**config.mk**
```make
export PLATFORM = sky130hd
export DESIGN_NAME = rst_sequencer
export DESIGN_NICKNAME = d
export VERILOG_FILES = /design/src/rtl/rst_seq_pkg.sv /design/src/rtl/rst_sync.sv /design/src/rtl/rst_sequencer.sv
export SDC_FILE = /design/constraint.sdc
export NUM_CORES = 1
export LEC_CHECK = 0
export CORE_MARGIN = 2
export CORE_UTILIZATION = 52
export DETAILED_ROUTE_END_ITERATION = 12
export PLACE_DENSITY = 0.74
export SLEW_MARGIN = 20
export SYNTH_ARGS = -nofsm -noshare
export SYNTH_HDL_FRONTEND = slang
export SYNTH_HIERARCHICAL = 1
export SYNTH_SLANG_ARGS = --single-unit
export TNS_END_PERCENT = 50
```
**constraint.sdc**
```tcl
create_clock -name clk_i -period 1.55 [get_ports clk_i]
set_input_delay 0.31 -clock clk_i [delete_from_list [all_inputs] [get_ports clk_i]]
set_output_delay 0.31 -clock clk_i [all_outputs]
set_load 0.02 [all_outputs]
```
**src/rtl/rst_seq_pkg.sv**
```systemverilog
// Shared types and defaults for the staged reset sequencer.
//   rst_seq_state_e : sequencer FSM states (HOLD, RELEASE, RUN, SOFT)
//   Def*            : default parameter values for rst_sequencer
//   max_u           : unsigned maximum, used to size the shared delay counter
package rst_seq_pkg;

    typedef enum logic [1:0] {
        StHold    = 2'd0,
        StRelease = 2'd1,
        StRun     = 2'd2,
        StSoft    = 2'd3
    } rst_seq_state_e;

    localparam int unsigned DefNumStages      = 3;
    localparam int unsigned DefSyncStages     = 2;
    localparam int unsigned DefStageDelay     = 4;
    localparam int unsigned DefSoftHoldCycles = 8;
`ifdef RST_SEQ_WDT_EN
    localparam int unsigned DefWdtTimeout     = 32;
`endif

    function automatic int unsigned max_u(input int unsigned a, input int unsigned b);
        return (a > b) ? a : b;
    endfunction

endpackage

```
**src/rtl/rst_sync.sv**
```systemverilog
// Reset synchroniser: asynchronous assertion, synchronous deassertion.
//   clk_i  : clock
//   rst_ni : asynchronous active-low reset in
//   sync_o : high once SyncStages edges have seen rst_ni deasserted
module rst_sync #(
    parameter int unsigned SyncStages = 2
) (
    input  logic clk_i,
    input  logic rst_ni,
    output logic sync_o
);

    logic [SyncStages-1:0] sync_q;

    always_ff @(posedge clk_i or negedge rst_ni) begin
        if (!rst_ni) begin
            sync_q <= '0;
        end else begin
            sync_q <= {sync_q[SyncStages-2:0], 1'b1};
        end
    end

    assign sync_o = sync_q[SyncStages-1];

endmodule

```
**src/rtl/rst_sequencer.sv**
```systemverilog
// Staged reset release: synchronises rst_ni deassertion, then releases NumStages
// active-low resets one after another every StageDelay cycles. A warm reset
// (soft_req_i in RUN) re-asserts everything for SoftHoldCycles and re-runs the release.
//   clk_i       : clock
//   rst_ni      : asynchronous active-low reset
//   soft_req_i  : warm-reset request (level), honoured only in RUN
//   soft_ack_o  : one-cycle pulse when the warm-reset hold ends
//   rst_no      : sequenced active-low resets, bit 0 released first
//   ready_o     : high while all stages are released
// Optional build macro RST_SEQ_WDT_EN adds a watchdog:
//   kick_i      : clears the watchdog counter
//   wdt_fired_o : sticky flag, set when the watchdog forces a warm reset
module rst_sequencer
    import rst_seq_pkg::*;
#(
    parameter int unsigned NumStages      = DefNumStages,
    parameter int unsigned SyncStages     = DefSyncStages,
    parameter int unsigned StageDelay     = DefStageDelay,
    parameter int unsigned SoftHoldCycles = DefSoftHoldCycles
`ifdef RST_SEQ_WDT_EN
    ,
    parameter int unsigned WdtTimeout     = DefWdtTimeout
`endif
) (
    input  logic                 clk_i,
    input  logic                 rst_ni,
    input  logic                 soft_req_i,
`ifdef RST_SEQ_WDT_EN
    input  logic                 kick_i,
    output logic                 wdt_fired_o,
`endif
    output logic                 soft_ack_o,
    output logic [NumStages-1:0] rst_no,
    output logic                 ready_o
);

    localparam int unsigned CntW = $clog2(max_u(StageDelay, SoftHoldCycles) + 1);
    localparam int unsigned IdxW = (NumStages > 1) ? $clog2(NumStages) : 1;

    localparam logic [CntW-1:0] StageLast = CntW'(StageDelay - 1);
    localparam logic [CntW-1:0] SoftLast  = CntW'(SoftHoldCycles - 1);
    localparam logic [IdxW-1:0] IdxLast   = IdxW'(NumStages - 1);

    logic sync;

    rst_sync #(
        .SyncStages(SyncStages)
    ) u_rst_sync (
        .clk_i (clk_i),
        .rst_ni(rst_ni),
        .sync_o(sync)
    );

    rst_seq_state_e       state_q, state_d;
    logic [CntW-1:0]      cnt_q, cnt_d;
    logic [IdxW-1:0]      idx_q, idx_d;
    logic [NumStages-1:0] rst_q, rst_d;
    logic                 ready_q, ready_d;
    logic                 ack_q, ack_d;
    logic                 enter_soft;

`ifdef RST_SEQ_WDT_EN
    localparam int unsigned WdtW = (WdtTimeout > 1) ? $clog2(WdtTimeout) : 1;
    localparam logic [WdtW-1:0] WdtLast = WdtW'(WdtTimeout - 1);

    logic [WdtW-1:0] wdt_q, wdt_d;
    logic            fired_q, fired_d;
`endif

    always_comb begin
        state_d    = state_q;
        cnt_d      = cnt_q;
        idx_d      = idx_q;
        rst_d      = rst_q;
        ready_d    = ready_q;
        ack_d      = 1'b0;
        enter_soft = 1'b0;
`ifdef RST_SEQ_WDT_EN
        wdt_d      = '0;
        fired_d    = fired_q;
`endif

        unique case (state_q)
            // The HOLD edge that first sees sync high already counts as the first
            // delay cycle, so stage 0 releases SyncStages+StageDelay edges after reset.
            StHold, StRelease: begin
                if (state_q == StRelease || sync) begin
                    state_d = StRelease;
                    if (cnt_q == StageLast) begin
                        rst_d[idx_q] = 1'b1;
                        cnt_d        = '0;
                        if (idx_q == IdxLast) begin
                            state_d = StRun;
                            ready_d = 1'b1;
                            idx_d   = '0;
                        end else begin
                            idx_d = idx_q + 1'b1;
                        end
                    end else begin
                        cnt_d = cnt_q + 1'b1;
                    end
                end
            end
            StRun: begin
                if (soft_req_i) begin
                    enter_soft = 1'b1;
`ifdef RST_SEQ_WDT_EN
                end else if (!kick_i && wdt_q == WdtLast) begin
                    // soft_req_i has priority; the flag is only set on a true timeout
                    enter_soft = 1'b1;
                    fired_d    = 1'b1;
                end else if (!kick_i) begin
                    wdt_d = wdt_q + 1'b1;
`endif
                end
                if (enter_soft) begin
                    state_d = StSoft;
                    rst_d   = '0;
                    ready_d = 1'b0;
                    cnt_d   = '0;
                end
            end
            StSoft: begin
                if (cnt_q == SoftLast) begin
                    state_d = StRelease;
                    idx_d   = '0;
                    cnt_d   = '0;
                    ack_d   = 1'b1;
                end else begin
                    cnt_d = cnt_q + 1'b1;
                end
            end
            default: state_d = StHold;
        endcase
    end

    always_ff @(posedge clk_i or negedge rst_ni) begin
        if (!rst_ni) begin
            state_q <= StHold;
            cnt_q   <= '0;
            idx_q   <= '0;
            rst_q   <= '0;
            ready_q <= 1'b0;
            ack_q   <= 1'b0;
        end else begin
            state_q <= state_d;
            cnt_q   <= cnt_d;
            idx_q   <= idx_d;
            rst_q   <= rst_d;
            ready_q <= ready_d;
            ack_q   <= ack_d;
        end
    end

`ifdef RST_SEQ_WDT_EN
    always_ff @(posedge clk_i or negedge rst_ni) begin
        if (!rst_ni) begin
            wdt_q   <= '0;
            fired_q <= 1'b0;
        end else begin
            wdt_q   <= wdt_d;
            fired_q <= fired_d;
        end
    end

    assign wdt_fired_o = fired_q;
`endif

    assign rst_no     = rst_q;
    assign ready_o    = ready_q;
    assign soft_ack_o = ack_q;

endmodule

```
Word level (Yosys, flattened, before mapping):

Cells that the tools add are included.

* flip-flop bits (word level): 15
* bits of input ports: 3
* logic and storage cells: 65
* output and inout bits: 5

* bitwise gates (word level): 1
* muxes and demuxes: 31
* add/sub/neg operators: 2
* reduce and logical (&&, ||, !) cells: 11
* order comparisons: 2
* equality and inequality tests: 11

Operators with widths (count)
* 2-to-1 mux 2 bit: 9
* 2-to-1 mux 4 bit: 4
* case mux 4 bit (3 select lines): 1
* != test 2 bit, second input constant: 5
* 2-to-1 mux 1 bit: 9
* 2-to-1 mux 3 bit: 3
* AND reduction 4 bit: 2
* == test 2 bit, second input constant: 3
* case mux 2 bit (3 select lines): 1
* case mux 3 bit (2 select lines): 1
* AND reduction 5 bit: 1
* adder 4 x 1 -> 4 bit, second input constant: 1
* == test 4 x 2 -> 1 bit, second input constant: 1
* == test 4 x 3 -> 1 bit, second input constant: 1
* case mux 2 bit (2 select lines): 1
* nonzero test 2 bit: 2
* less-than comparator 2 x 3 -> 1 bit, second input constant: 1
* bitwise OR 3 bit: 1
* AND reduction 3 bit: 1
* adder 2 x 1 -> 2 bit, second input constant: 1
* demux 1 bit (select 2 bit): 1
* == test 2 x 1 -> 1 bit, second input constant: 1
* >= comparator 2 x 1 -> 1 bit, second input constant: 1
* logical NOT 2 bit: 1
* 5 further kinds: 5

Logic depth before layout (Yosys ltp):

Gate-level depths: netlist (run 1).

* depth after elaboration: 8
* mapped depth: 6
* depth with buffers taken out: 5

By module:

The synthesis (run 1) kept the hierarchy.

By module, submodules not included
* rst_sequencer: seq. area each 325.3 µm², area each 691.9 µm², cells an instance 65, times used 1
* rst_sync: seq. area each 50.0 µm², area each 53.8 µm², cells an instance 3, times used 1

Worst setup path before layout (run 1):

Ideal clock, no wire load.

* path kind: register -> register
* start: register cnt_q[0]
* end: register ready_q, in the netlist ready_o
* setup time: 0.065 ns
* data required time: 1.485 ns
* slack: 0.229 ns
* buffers on the path: 0
* clock period less this slack: 1.321 ns
* data arrival time: 1.256 ns
* stages on the path, launching flop included: 6
* cells stage by stage: dfrtp_1 ha_1 nor3b_2 nand2_1 nor4b_2 o21a_1

* longest elaborated chain between the ends: 3

RTL lines
* start, declared: line rst_sequencer.sv:55 `logic [CntW-1:0] cnt_q, cnt_d;`
* start signal, assigned: line rst_sequencer.sv:147 `cnt_q <= cnt_d;`
* == test 4 x 2 -> 1 bit: line rst_sequencer.sv:89 `if (cnt_q == StageLast) begin`
* != test 2 bit (no line)
* AND reduction 5 bit (no line)
* end signal, assigned: line rst_sequencer.sv:150 `ready_q <= ready_d;`
* end, declared: line rst_sequencer.sv:58 `logic ready_q, ready_d;`

No other way between the ends.
A chain may end at the register's enable or synchronous reset.

Worst setup path in the final report (run 1):

* start: register ack_q, in the netlist soft_ack_o
* end: output soft_ack_o

RTL lines
* start, declared: line rst_sequencer.sv:59 `logic ack_q, ack_d;`
* start signal, assigned: line rst_sequencer.sv:151 `ack_q <= ack_d;`
* end, declared: line rst_sequencer.sv:32 `output logic soft_ack_o,`

No word-level cell between the ends.

==> results.py, run 1 <==
metrics = {
    "run_status": {
        "outcome": "completed",
    },
    "worst_setup_path": {
        "cp_top_family": "buffers and inverters",
        "worstPathArrival_ps": 1200,
        "cp-start-kind": "flop",
        "worstReg2RegEnd": "rst_no[0]$_DFFE_PN0P_",
        "required_ps": 1240,
        "worstReg2RegStart": "state_q[1]$_DFFE_PN0P_",
        "rrSetupSlack_ps": 50,
        "critical_path.cell_chain": "clkdlybuf4s50_1",
        "cpMaxStageDelayCell": "clkdlybuf4s50_1",
        "cp_max_fo": 1,
        "end_kind": "primary output",
        "cpPeakStageDelay_ps": 590,
        "ff2ff_path_depth": 5,
        "critical_path_buf_inv_count": 1,
        "path_class": "reg2out",
    },
    "routing": {
        "initialDrtViolationCount": 17,
        "routed_wl_mm": 1.393,
        "drc": 0,
        "drt_first_pass_iters": 3,
        "drtAntennaViolNets": 0,
        "num_vias": 539,
        "vias_per_cell": 5.500,
        "drt-wirelength-per-cell_um": 14.21,
    },
    "timing": {
        "max_freq_mhz": 662.2,
        "grt_setup_unrepaired": "true",
        "fin_skew_ps": 6.785,
        "hold_viol": 0,
        "finalSetupViolCount": 0,
        "fin_crit_sh_pct": 97.43,
        "drv_slew": 0,
        "timing.setup.tns_ps": 0,
        "min_period_ps": 1510,
    },
    "power": {
        "pwr-share-seq_pct": 43.2,
        "swShare_pct": 38.50,
        "p_sw_w": 0.0006177,
        "peakVddDrop_v": 0.001052,
        "power.leakage_nw": 0.4134,
        "power_frac_clock_pct": 13.6,
        "p_int_w": 0.0009869,
        "power.density_mw_per_mm2": 1740,
        "p_total_w": 0.001605,
        "p_comb_share_pct": 43.2,
    },
    "clocking": {
        "numCtsBuffers": 3,
        "clock-sinks": 15,
        "clk_pin_slew_ps": 90,
        "htree_levels": 1,
        "root_buffer": "clkbuf_4",
        "clk_latency_ps": 280,
        "post_cts_buffers": 0,
        "clockBufferDepth": 2,
        "cts_tree": "built",
    },
    "synthesis": {
        "postSynthAreaPerCell_um2": 10.97,
        "synth_cell_types": 30,
        "ys_ff_latch": 15,
        "async_flop_share_pct": 100.0,
        "yosysWarningCount": 6,
        "yosysTopAreaCellShare_pct": 50.34,
        "yosys_most_used_dff": "dfrtp_1",
        "ys_seq_area_share_pct": 50.34,
        "syn_inst": 68,
        "synth-edff-count": 0,
        "syn_area_um2": 745.7,
        "synth.largest_area_cell": "dfrtp_1",
        "synth_area_leaders": "dfrtp_1 (50%), a21o_1 (5.0%), buf_6 (4.5%), nand2_1 (4.0%), nor4b_2 (4.0%)",
        "synth_nets": 72,
    },
    "run": {
        "maxCapViolCount": 0,
    },
    "floorplanning": {
        "design.core.area_mm2": 0.001318,
        "die_y_um": 41.87,
        "num_io_pins": 8,
        "initial_core_util_pct": 56.60,
        "die_w_um": 41.87,
        "placementRows": 13,
        "die_area_mm2": 0.001753,
    },
    "global_routing": {
        "use_met2_pct": 20.31,
        "grt_pass1_wl_mm": 2.228,
        "gr-total-overflow": 0,
        "antenna_found_initial": 0,
        "grt_use_met1_pct": 26.97,
        "first_global_vias": 463,
        "busiest_layer": "met1",
        "grt_util_met3_pct": 4.348,
        "track_usage_pct": 17.32,
        "grt_max_degree": 16,
    },
    "placement": {
        "detailed_place.area_um2": 853.3,
        "gp_congestion": 0.8025,
        "dp_hpwl_um": 999.6,
        "port_buffers": 7,
    },
    "hold_path": {
        "hp-class": "in2async",
    },
    "cells_and_area": {
        "antenna_cells": 0,
        "final_core_util_pct": 69.99,
        "final_nets": 88,
        "layout-drive-gt1-share_pct": 26.51,
        "postLayoutCellArea_um2": 922.1,
        "layout_common_cells": "dfrtp_1 (15), nand2_1 (7), buf_4 (6), nor2_1 (5), a21o_1 (5)",
        "final_common_cell": "dfrtp_1",
        "syn2layout_area_growth_pct": 23.66,
    },
}
## state kept, by name, indices dropped and copies added (netlist names)
register / cells
cnt_q: 4
idx_q: 2
ready_o: 1
rst_no: 3
soft_ack_o: 1
state_q: 2
u_rst_sync/sync_q: 2
## cell type report
cell class / count / area, um^2
Inverter: 2 / 10.01
Clock buffer: 4 / 26.28
Tap cell: 15 / 18.77
Fill cell: 100 / 395.4
Timing Repair Buffer: 14 / 128.9
Sequential cell: 15 / 375.4
Multi-Input combinational cell: 48 / 362.8
## through the flow
stage,hold slack [ps],instances,setup WS [ps]
2_1_floorplan,14.41,68,228.7
3_3_place_gp,333.8,94,-109.1
3_5_place_dp,338.1,94,-177.6
4_1_cts,328.3,98,2.385
5_1_grt,359.3,98,-40.88
6_report,327.9,98,39.81
## cell usage after synthesis (2+ instances only)
cell type / n
a21o_1: 5
o21ai_0: 3
nor2b_1: 2
nand2_1: 8
nand3_1: 3
dfrtp_1: 15
buf_6: 3
o21a_1: 2
nor4b_2: 2
nor2_1: 5
## power by group through the flow
stage | registers (W) | clock network [W] | logic, W
after floorplan | 0.000697 | 0 | 0.000427
after global placement | 0.000669 | 0 | 0.000646
after detailed placement | 0.000675 | 0 | 0.000667
after CTS | 0.000665 | 0.000225 | 0.000654
after global routing | 0.000714 | 0.000242 | 0.000757
final | 0.000693 | 0.000218 | 0.000694
## logic make-up after synthesis
| group | count (synthesis) | share of synthesized area (%) |
|---|---|---|
| and+or+nand+nor | 28 | 22.99 |
| buffers and inverters | 5 | 5.872 |
| AOI/OAI and AO/OA | 18 | 18.63 |
| DFF | 15 | 50.34 |
| other | 1 | 0.5029 |
| adders and majority gates | 1 | 1.678 |
## routing by layer
layer | share of wire, % | routed length, um
met4 | 1.9 | 26
met1 | 49 | 689
met3 | 3.5 | 49
met2 | 45 | 627
met5 | 0 | 0
## how the worst max path moves through the flow
stage | end | from | cells after the start | slack, ps
finish | soft_ack_o | soft_ack_o$_DFF_PN0_ | 1 | 40
global route | state_q[1]$_DFFE_PN0P_ | cnt_q[0]$_DFFE_PN0P_ | 5 | -40
CTS | ready_o | ready_o$_DFFE_PN0P_ | 1 | 2
detailed placement | cnt_q[3]$_DFFE_PN0P_ | soft_req_i | 6 | -180
global placement | cnt_q[3]$_DFFE_PN0P_ | soft_req_i | 6 | -110
floorplan | ready_o$_DFFE_PN0P_ | cnt_q[0]$_DFFE_PN0P_ | 5 | 230
## repair_timing
| action | CTS | global route |
|---|---|---|
| hold endpoints to repair | 0 | 0 |
| resized for setup | 2 | 9 |
| endpoints found under the setup margin | 2 | 10 |
| pin swaps | 0 | 4 |
| hold buffers | 0 | 0 |
Power figures use the tool's default switching activity.
==> inputs of run 2 (changes only) <==
==> constraint.sdc (replaced) <==
create_clock -name clk_i -period 1.55 [get_ports clk_i]
set_input_delay 0.31 -clock clk_i [delete_from_list [all_inputs] [get_ports clk_i]]
set_output_delay 0.31 -clock clk_i [all_outputs]
set_load 0.1 [all_outputs]
==> results.py, run 2 (synthesized netlist as in run 1, its figures left out) <==
metrics = {
    "routing": {
        "drt-wirelength-per-cell_um": 13.56,
        "initialDrtViolationCount": 6,
        "drt_first_pass_iters": 4,
        "drtAntennaViolNets": 0,
        "routed_wl_mm": 1.315,
        "vias_per_cell": 5.711,
        "num_vias": 554,
        "drc": 0,
    },
    "cells_and_area": {
        "layout_common_cells": "dfrtp_1 (14), nand2_1 (8), buf_4 (6)",
        "postLayoutCellArea_um2": 950.9,
        "final_core_util_pct": 72.17,
        "final_nets": 87,
        "syn2layout_area_growth_pct": 27.52,
        "antenna_cells": 0,
        "final_cell_count_no_fill": 97,
        "final_common_cell": "dfrtp_1",
        "max_flop_register": "cnt_q",
        "layout-drive-gt1-share_pct": 31.71,
        "largest_reg_flops": 4,
    },
    "placement": {
        "dp_hpwl_um": 978.2,
        "port_buffers": 7,
        "gp_congestion": 0.7616,
        "placed_cells": 93,
        "detailed_place.area_um2": 895.9,
        "post-place-ws_ps": -134.1,
    },
    "worst_setup_path": {
        "rrSetupSlack_ps": 70,
        "endpoint": "idx_q[1]$_DFFE_PN0P_",
        "end_kind": "flop",
        "worstReg2RegStart": "cnt_q[0]$_DFFE_PN0P_",
        "path_class": "reg2reg",
        "cpMaxStageDelayCell": "dfrtp_1",
        "cp_max_fo": 4,
        "cp_top_family": "simple AND/OR/NAND/NOR gates",
        "critical_path.cell_chain": "ha_1, nor3b_4, nand2_1, nor4_2, a21o_1",
        "ff2ff_path_depth": 5,
        "critical_path_buf_inv_count": 0,
        "worstPathArrival_ps": 1710,
        "startpoint": "cnt_q[0]$_DFFE_PN0P_",
        "cpPeakStageDelay_ps": 390,
        "crit_cells": 5,
        "required_ps": 1770,
        "cp-start-kind": "flop",
        "worstReg2RegEnd": "idx_q[1]$_DFFE_PN0P_",
    },
    "clocking": {
        "numCtsBuffers": 3,
        "clockBufferDepth": 2,
        "htree_levels": 1,
        "root_buffer": "clkbuf_4",
        "clk_latency_ps": 280,
        "cts_tree": "built",
        "clock-sinks": 15,
        "clk_pin_slew_ps": 80,
    },
    "run": {
        "maxCapViolCount": 0,
    },
    "floorplanning": {
        "design.core.area_mm2": 0.001318,
        "die_w_um": 41.87,
        "num_io_pins": 8,
        "placementRows": 13,
        "die_y_um": 41.87,
        "initial_core_util_pct": 56.60,
        "die_area_mm2": 0.001753,
    },
    "power": {
        "power.leakage_nw": 0.4184,
        "peakVddDrop_v": 0.001644,
        "power.density_mw_per_mm2": 2136,
    },
    "timing": {
        "worst_slack_ps": 66.92,
        "finalSetupViolCount": 0,
        "drv_slew": 0,
        "max_freq_mhz": 674.3,
        "timing.setup.tns_ps": 0,
        "grt_setup_unrepaired": "true",
        "hold_viol": 0,
        "fin_crit_sh_pct": 95.68,
        "min_period_ps": 1483,
        "fin_skew_ps": 1.374,
    },
    "hold_path": {
        "hp-class": "in2async",
    },
    "global_routing": {
        "first_global_vias": 490,
        "grt_max_degree": 16,
        "antenna_found_initial": 0,
        "track_usage_pct": 16.21,
        "grt_pass1_wl_mm": 2.152,
        "gr-total-overflow": 0,
    },
    "run_status": {
        "outcome": "completed",
    },
}
[run 2: cell types whose count changed in the layout (fill, tap and decap cells not counted), sizes merged]
cell           delta
dlymetal6s2s      -2
clkdlybuf4s50     -1
dlygate4sd2       -2
buf               +4
[run 2: repair_timing]
action,4_1_cts,5_1_grt
hold buffers,0,0
gates resized for setup,0,5
buffers inserted,0,0
endpoints found under the hold margin,0,0
setup endpoints to repair,0,7
[run 2: cell type report]
class                   instances  area (um^2)
clock buffers                   4        26.28
fillers                        95        366.6
inverters                       2        10.01
multi-input cells              48        354.1
flip-flops and latches         15        376.6
well taps                      15        18.77
repair buffers                 13        165.2
[run 2: power by group]
group	switching (W)	internal, W	leakage (nW)
Clock	0.000115	0.000100	0.0150
Combinational	0.000625	0.000460	0.226
Sequential	0.000199	0.000532	0.178
Total	0.000940	0.00109	0.418
[run 2: stage by stage]
stage | hold slack, ps | power (W)
6_report | 336.7 | 0.002031
5_1_grt | 348.6 | 0.002146
4_1_cts | 338.3 | 0.001995
3_5_place_dp | 352.4 | 0.001774
3_3_place_gp | 333.8 | 0.001749
2_1_floorplan | 14.41 | 0.001434
[run 2: layer usage]
layer  up-vias  GRT usage, %  wire (um)
li1        267             -          -
met1       271         23.25        616
met2        14         23.44        627
met3         2         4.348         56
met4         0         5.806         15
met5         -             0          0
[run 2: how the worst min path moves through the flow]
stage | from | endpoint | slack, ps | depth (start not counted)
finish | rst_ni | rst_no[1]$_DFFE_PN0P_ | 340 | 2
global route | rst_ni | rst_no[1]$_DFFE_PN0P_ | 350 | 2
CTS | rst_ni | rst_no[0]$_DFFE_PN0P_ | 340 | 2
detailed placement | u_rst_sync/sync_q[0]$_DFF_PN0_ | u_rst_sync/sync_q[1]$_DFF_PN0_ | 350 | 0
global placement | u_rst_sync/sync_q[0]$_DFF_PN0_ | u_rst_sync/sync_q[1]$_DFF_PN0_ | 330 | 0
floorplan | rst_ni | cnt_q[0]$_DFFE_PN0P_ | 10 | 0
[run 2: worst register-to-register path, cell delays in order, from the launching register on]
cell and delay, ps:
dfrtp_1 390, ha_1 220, nor3b_4 240, nand2_1 140, nor4_2 320, a21o_1 120
==> inputs of run 3 (changes only) <==
==> constraint.sdc (replaced) <==
create_clock -name clk_i -period 1.5 [get_ports clk_i]
set_input_delay 0.3 -clock clk_i [delete_from_list [all_inputs] [get_ports clk_i]]
set_output_delay 0.3 -clock clk_i [all_outputs]
set_load 0.1 [all_outputs]
==> results.py, run 3 (synthesized netlist as in run 1, its figures left out) <==
metrics = {
    "timing": {
        "max_freq_mhz": 638.2,
        "worst_slack_ps": -66.98,
        "hold_viol": 0,
        "fin_skew_ps": 3.758,
        "finalSetupViolCount": 2,
        "fin_crit_sh_pct": 104.5,
        "drv_slew": 0,
        "grt_setup_unrepaired": "true",
        "min_period_ps": 1567,
    },
    "hold_path": {
        "hp-class": "in2async",
    },
    "floorplanning": {
        "num_io_pins": 8,
        "die_area_mm2": 0.001753,
        "placementRows": 13,
        "die_y_um": 41.87,
        "die_w_um": 41.87,
        "initial_core_util_pct": 56.60,
        "design.core.area_mm2": 0.001318,
    },
    "global_routing": {
        "busiest_layer": "met2",
        "antenna_found_initial": 0,
        "grt_use_met1_pct": 22.22,
        "gr-total-overflow": 0,
        "grt_util_met3_pct": 7.826,
        "first_global_vias": 554,
        "track_usage_pct": 17.63,
        "use_met2_pct": 28.75,
        "grt_pass1_wl_mm": 2.352,
        "grt_max_degree": 16,
    },
    "routing": {
        "drt_first_pass_iters": 4,
        "vias_per_cell": 5.680,
        "routed_wl_mm": 1.605,
        "drtAntennaViolNets": 0,
        "drc": 0,
        "drt-wirelength-per-cell_um": 16.05,
        "initialDrtViolationCount": 11,
        "num_vias": 568,
    },
    "cells_and_area": {
        "max_flop_register": "cnt_q",
        "layout-drive-gt1-share_pct": 36.47,
        "final_nets": 90,
        "final_cell_count_no_fill": 100,
        "antenna_cells": 0,
        "largest_reg_flops": 4,
        "layout_common_cells": "dfrtp_1 (14), buf_4 (8), nand2_1 (7)",
        "syn2layout_area_growth_pct": 32.38,
        "multi_input_area_um2": 362.8,
        "seqCellArea_um2": 376.6,
        "final_core_util_pct": 74.93,
        "n_fill_cell": 91,
        "final_common_cell": "dfrtp_1",
    },
    "clocking": {
        "numCtsBuffers": 3,
        "clockBufferDepth": 2,
        "clk_pin_slew_ps": 90,
        "htree_levels": 1,
        "clk_latency_ps": 280,
        "root_buffer": "clkbuf_4",
        "cts_tree": "built",
        "clock-sinks": 15,
    },
    "power": {
        "p_total_w": 0.002184,
        "power.leakage_nw": 0.4336,
        "power.density_mw_per_mm2": 2212,
        "peakVddDrop_v": 0.001764,
    },
    "worst_setup_path": {
        "path_class": "reg2reg",
        "worstPathArrival_ps": 1790,
        "cp-start-kind": "flop",
        "cp_max_fo": 4,
        "required_ps": 1720,
        "rrSetupSlack_ps": -70,
        "end_kind": "flop",
    },
    "placement": {
        "gp_congestion": 0.7756,
        "port_buffers": 7,
        "placed_cells": 95,
        "dp_hpwl_mm": 1.075,
    },
    "run": {
        "maxCapViolCount": 0,
    },
    "run_status": {
        "outcome": "complete, but fails checks",
        "violations": "setup timing",
    },
}
[run 3: cell type report]
cell class                 count  area share (%)
clock inverter                 1          0.5070
timing repair buffer          16           19.39
clock buffer                   3           2.281
inverter                       2           1.014
tap                           15           1.901
multi-input combinational     48           36.76
sequential                    15           38.15
[run 3: through the flow]
stage / worst slack [ps] / instance area (um^2) / hold slack [ps] / setup TNS [ps]
after global placement: -151.5 / 910.9 / 334.1 / -786.4
after global routing: -132.8 / 987.2 / 345.7 / -620.9
final: -66.98 / 987.2 / 323.3 / -124.9
after detailed placement: -232.6 / 910.9 / 349.7 / -1437
after CTS: 4.843 / 944.7 / 320.2 / 0
after floorplan: 176.6 / 745.7 / 4.409 / 0
[run 3: routing by layer]
metal  vias up  part of all wire (%)  wire length [um]
met4         0                  0.87                14
li1        270                     -                 -
met1       282                    42               673
met3         2                   2.9                47
met5         -                     0                 0
met2        14                    54               868
[run 3: report_power, final]
part | switching (W) | internal [W] | total (W)
Combinational | 0.000688 | 0.000515 | 0.00120
Sequential | 0.000209 | 0.000550 | 0.000759
Clock | 0.000123 | 0.0000989 | 0.000222
[run 3: worst max-delay path, cell delays in order (launching register included)]
cell and delay (ps):
dfrtp_1 410, ha_2 220, nor3b_4 230, nand2_2 130, nor4_4 290, buf_4 150
a21o_1 80
[run 3: worst paths after layout]
| path | end | from | depth (start not counted) |
|---|---|---|---|
| min in group clk_i | u_rst_sync/sync_q[1]$_DFF_PN0_ | u_rst_sync/sync_q[0]$_DFF_PN0_ | 0 |
| max reg2reg | rst_no[1]$_DFFE_PN0P_ | cnt_q[0]$_DFFE_PN0P_ | 6 |
| min reg2reg | u_rst_sync/sync_q[1]$_DFF_PN0_ | u_rst_sync/sync_q[0]$_DFF_PN0_ | 0 |
| min | ready_o$_DFFE_PN0P_ | rst_ni | 2 |
| max in group asynchronous | state_q[1]$_DFFE_PN0P_ | rst_ni | 2 |
| max | rst_no[1]$_DFFE_PN0P_ | cnt_q[0]$_DFFE_PN0P_ | 6 |
[run 3: repair_timing]
item | 4_1_cts | 5_1_grt
buffers inserted | 0 | 1
resized for setup | 1 | 8
endpoints found under the setup margin | 4 | 11
pin swaps | 0 | 3
hold buffers | 0 | 0
